File: src/rtl/m_rr_arbiter4.sv
// rtl/m_rr_arbiter4.sv - four-requester arbiter feeding one registered 32-bit word under valid/ready
// Round-robin or fixed-priority choice, one grant per transaction, IDLE/BUSY handshake.
module m_rr_arbiter4 #(
    parameter int WIDTH      = 32,
    parameter bit FIXED_PRIO = 1'b0
) (
    input  logic             clk,
    input  logic             reset,
    input  logic [3:0]       req,
    input  logic [WIDTH-1:0] a0,
    input  logic [WIDTH-1:0] a1,
    input  logic [WIDTH-1:0] a2,
    input  logic [WIDTH-1:0] a3,
    output logic [1:0]       select,
    output logic [3:0]       gnt,
    output logic [3:0]       ack,
    output logic [WIDTH-1:0] out_data,
    output logic             out_valid,
    input  logic             out_ready
);

    localparam logic [0:0] S_IDLE = 1'b0;
    localparam logic [0:0] S_BUSY = 1'b1;

    logic [0:0]       state_q, state_d;
    logic [1:0]       ptr_q, ptr_d;
    logic [1:0]       sel_q, sel_d;
    logic [3:0]       gnt_q, gnt_d;
    logic [WIDTH-1:0] data_q, data_d;
    logic             valid_q, valid_d;

    logic [1:0]       start;
    logic [1:0]       idx;
    logic [1:0]       pick;
    logic             found;
    logic [WIDTH-1:0] pick_data;

    // Scan from the pointer (or from 0 in fixed priority) for the first active request.
    always_comb begin
        start = FIXED_PRIO ? 2'd0 : ptr_q;
        pick  = 2'd0;
        found = 1'b0;
        idx   = 2'd0;
        for (int i = 0; i < 4; i++) begin
            idx = start + 2'(i);
            if (!found && req[idx]) begin
                pick  = idx;
                found = 1'b1;
            end
        end
    end

    always_comb begin
        case (pick)
            2'd0:    pick_data = a0;
            2'd1:    pick_data = a1;
            2'd2:    pick_data = a2;
            default: pick_data = a3;
        endcase
    end

    always_comb begin
        state_d = state_q;
        ptr_d   = ptr_q;
        sel_d   = sel_q;
        gnt_d   = gnt_q;
        data_d  = data_q;
        valid_d = valid_q;
        case (state_q)
            S_IDLE: begin
                if (found) begin
                    sel_d   = pick;
                    gnt_d   = 4'b0001 << pick;
                    data_d  = pick_data;
                    valid_d = 1'b1;
                    state_d = S_BUSY;
                end
            end
            default: begin
                // select and out_data deliberately hold after the handshake completes.
                if (out_ready) begin
                    valid_d = 1'b0;
                    gnt_d   = 4'b0000;
                    ptr_d   = sel_q + 2'd1;
                    state_d = S_IDLE;
                end
            end
        endcase
    end

    always_ff @(posedge clk or posedge reset) begin
        if (reset) begin
            state_q <= S_IDLE;
            ptr_q   <= 2'd0;
            sel_q   <= 2'd0;
            gnt_q   <= 4'b0000;
            data_q  <= '0;
            valid_q <= 1'b0;
        end else begin
            state_q <= state_d;
            ptr_q   <= ptr_d;
            sel_q   <= sel_d;
            gnt_q   <= gnt_d;
            data_q  <= data_d;
            valid_q <= valid_d;
        end
    end

    assign select    = sel_q;
    assign gnt       = gnt_q;
    assign out_data  = data_q;
    assign out_valid = valid_q;
    assign ack       = {4{valid_q & out_ready}} & gnt_q;

endmodule

File: config.mk
export PLATFORM = sky130hd
export DESIGN_NAME = m_rr_arbiter4
export DESIGN_NICKNAME = d
export VERILOG_FILES = /design/src/rtl/m_rr_arbiter4.sv
export SDC_FILE = /design/constraint.sdc
export NUM_CORES = 1
export LEC_CHECK = 0
export ABC_AREA = 1
export CORE_ASPECT_RATIO = 1.75
export CORE_MARGIN = 2
export CORE_UTILIZATION = 35
export CTS_CLUSTER_DIAMETER = 60
export CTS_CLUSTER_SIZE = 28
export DETAILED_ROUTE_END_ITERATION = 6
export GPL_TIMING_DRIVEN = 0
export PLACE_DENSITY = 0.77
export RECOVER_POWER = 100
export SETUP_SLACK_MARGIN = 0.2
export SYNTH_ARGS = -nofsm -noshare
export SYNTH_HDL_FRONTEND = slang
export SYNTH_SLANG_ARGS = --single-unit
File: constraint.sdc
create_clock -name clk -period 1.75 [get_ports clk]
set_input_delay 0.35 -clock clk [delete_from_list [all_inputs] [get_ports clk]]
set_output_delay 0.35 -clock clk [all_outputs]
set_load 0.01 [all_outputs]
==> results.json <==
{
  "final_common_cell": "nand2_1",
  "num_rows": 45,
  "criticalPathCategory": "reg -> reg",
  "synth.distinct_cells": 24,
  "grt_pass1_wl_mm": 19.90,
  "avgSynthCellArea_um2": 6.385,
  "nets": 849,
  "r2r_start": "ptr_q[0]",
  "hold_viol_final": 0,
  "run_status": "finished, violations left",
  "crit_fanout": 10,
  "cp_slowest_cell": "dfrtp_2",
  "ys_warn_count": 0,
  "clk_latency_ns": 0.28,
  "cts_tree": "yes",
  "p_leak_nw": 3.035,
  "cp-end-kind": "flip-flop",
  "antenna_found_initial": 0,
  "drt-total-wl_mm": 13.87,
  "synth-async-reset-ratio": 1.000,
  "holdWs_ns": 0.2160,
  "die-area_mm2": 0.009817,
  "rsz0062_at_grt": "true",
  "crit_chain": "buf_6 > nand2_2 > nand2_2 > nand2_2 > nand2_2 > nor2_4 > nand3_2 > nand2_2 > nand2_4 > buf_4 > clkbuf_16 > buf_6 > nand3_1 > nand3_2 > nand2_1 > nand2_1",
  "viasPerCell": 5.103,
  "violations": "setup timing",
  "synth-seq-area-share": 0.3332,
  "skew_ns": 0.001491,
  "final_cell_mix": "nand2_1, clkdlybuf4s50_1, nand3_1",
  "drtIter0Drc": 277,
  "netlist_instances": 494,
  "dr_total_vias": 4246,
  "fin_crit_ns": 2.105,
  "cts_made_buffers": 5,
  "timing.fmax_mhz": 475.0,
  "core_area_mm2": 0.008727,
  "path_common_cell": "nand2_2",
  "synth_edf_count": 0,
  "grt_max_degree": 42,
  "syn_area_mm2": 0.003154,
  "die_h_um": 129.6,
  "critPathArrivalTime_ns": 2.28,
  "drv_cap": 0,
  "crit_family": "simple AND/OR/NAND/NOR gates",
  "cts_buffer_depth": 2,
  "syn_nets": 629,
  "drv_slew": 0,
  "gp_congestion": 0.9014,
  "grtUsageTotal": 0.2686,
  "fin_ws_ns": -0.3552,
  "diodes": 0,
  "power.density_mw_per_mm2": 2567,
  "hp-class": "in -> async",
  "tns_ns": -12.37,
  "drt-pass1-iter-count": 7,
  "h-tree-depth": 2,
  "detail_route.wl_per_cell_um": 16.67,
  "dp_hpwl_mm": 9.375,
  "ys_ff_latch": 42,
  "die_w_um": 75.76,
  "nFillCells": 744,
  "critPathLaunch": "ptr_q[0]",
  "cts-root-buf": "clkbuf_16",
  "synthToLayoutAreaGrowth_pct": 91.43,
  "fin_crit_sh": 1.203,
  "slew_headroom": 0.2676,
  "critPathRequiredTime_ns": 1.93,
  "grt_pass1_vias": 4233,
  "layout-drive-gt1-share": 0.2098,
  "worstPathBufferInverterCount": 4,
  "multiInputGateArea_mm2": 0.001904,
  "crit_path_max_incr_delay_ns": 0.44,
  "path_clk_slew_ns": 0.06,
  "drc": 0,
  "cts_num_sinks": 42,
  "start_util": 0.3614,
  "ant_nets": 0,
  "num_io_pins": 178,
  "setup_viol": 40,
  "worst_pin_slew_ns": 1.099,
  "regArea_mm2": 0.001054,
  "vdd_drop_max_mv": 1.348,
  "port_buffers": 177,
  "start_kind": "flip-flop",
  "yosys_most_used_dff": "dfrtp_1",
  "grt-ovfl-total": 0
}
-- synthesized netlist by cell type, types with 2 or more instances --
library cell | instances | area share
nand2_1 | 171 | 0.20
nand3_1 | 75 | 0.12
inv_1 | 62 | 0.074
dfrtp_1 | 42 | 0.33
a21oi_1 | 33 | 0.052
nor2_1 | 26 | 0.031
o21ai_0 | 20 | 0.032
nand3_2 | 10 | 0.032
buf_2 | 9 | 0.014
buf_4 | 7 | 0.017
buf_6 | 7 | 0.025
clkbuf_1 | 7 | 0.0083
nand2_2 | 5 | 0.0099
nand3b_1 | 5 | 0.012
inv_2 | 4 | 0.0048
nor2_4 | 2 | 0.0071
o21ai_1 | 2 | 0.0032
-- layout make-up --
type / instances / share of cell area
Clock buffer: 7 / 0.02362
Clock inverter: 1 / 0.0008288
Tap cell: 117 / 0.02424
Buffer: 30 / 0.06299
Sequential cell: 42 / 0.1745
Multi-Input combinational cell: 357 / 0.3154
Inverter: 66 / 0.04186
Timing Repair Buffer: 212 / 0.3566
-- cells by family (layout without fill, tap and decap cells) --
kind of cell | count (synthesis) | count (layout) | share of synthesized area
XOR/XNOR | 1 | 1 | 0.002777
AND/OR/NAND/NOR | 298 | 299 | 0.4300
AO/OA/AOI/OAI | 57 | 57 | 0.09124
buffers and inverters | 96 | 316 | 0.1428
flip-flops | 42 | 42 | 0.3332
-- metal layers --
layer | share of wire | track usage
met1 | 0.35 | 0.2670
met3 | 0.071 | 0.04432
met5 | 0 | 0
met2 | 0.54 | 0.5010
met4 | 0.040 | 0.1465
-- worst paths after layout --
check	to	slack, ns	depth (start not counted)
worst max-delay path	out_data[0]	-0.36	16
worst min-delay path	out_data[1]	0.22	2
worst max register to register	out_data[0]	-0.36	16
worst min register to register	out_data[19]	0.48	2
max in group asynchronous	ptr_q[1]	0.24	3
min in group clk	out_data[19]	0.48	2
-- state kept, by name (all words and copies together), names as in the netlist --
name,flops
gnt,4
ptr_q,2
out_valid,1
state_q,1
out_data,32
select,2
-- report_power, final --
group          total [mW]  switching (mW)  internal (mW)
clock               0.954           0.387          0.567
combinational        12.8            6.84           5.93
sequential           1.78           0.282           1.49
-- stage by stage --
step | std cells | worst slack [ns] | util | power (mW) | cell area [um^2]
2_1_floorplan | 494 | -0.04187 | - | 7.936 | 3216
3_3_place_gp | 788 | -0.6526 | 0.5882 | 10.84 | 5134
3_5_place_dp | 789 | -0.7170 | 0.5905 | 11.03 | 5154
4_1_cts | 818 | -0.2660 | 0.6561 | 13.96 | 5725
5_1_grt | 832 | -0.4504 | 0.6919 | 16.49 | 6038
6_report | 832 | -0.3552 | 0.6919 | 15.50 | 6038
-- timing repair --
action,4_1_cts,5_1_grt
setup buffers,14,10
resized for setup,89,77
pin swaps,7,26
endpoints found under the hold margin,0,0
cloned,7,4
hold buffers,0,0
endpoints found under the setup margin,57,57
Note: power is estimated with default switching activity, not from simulation.
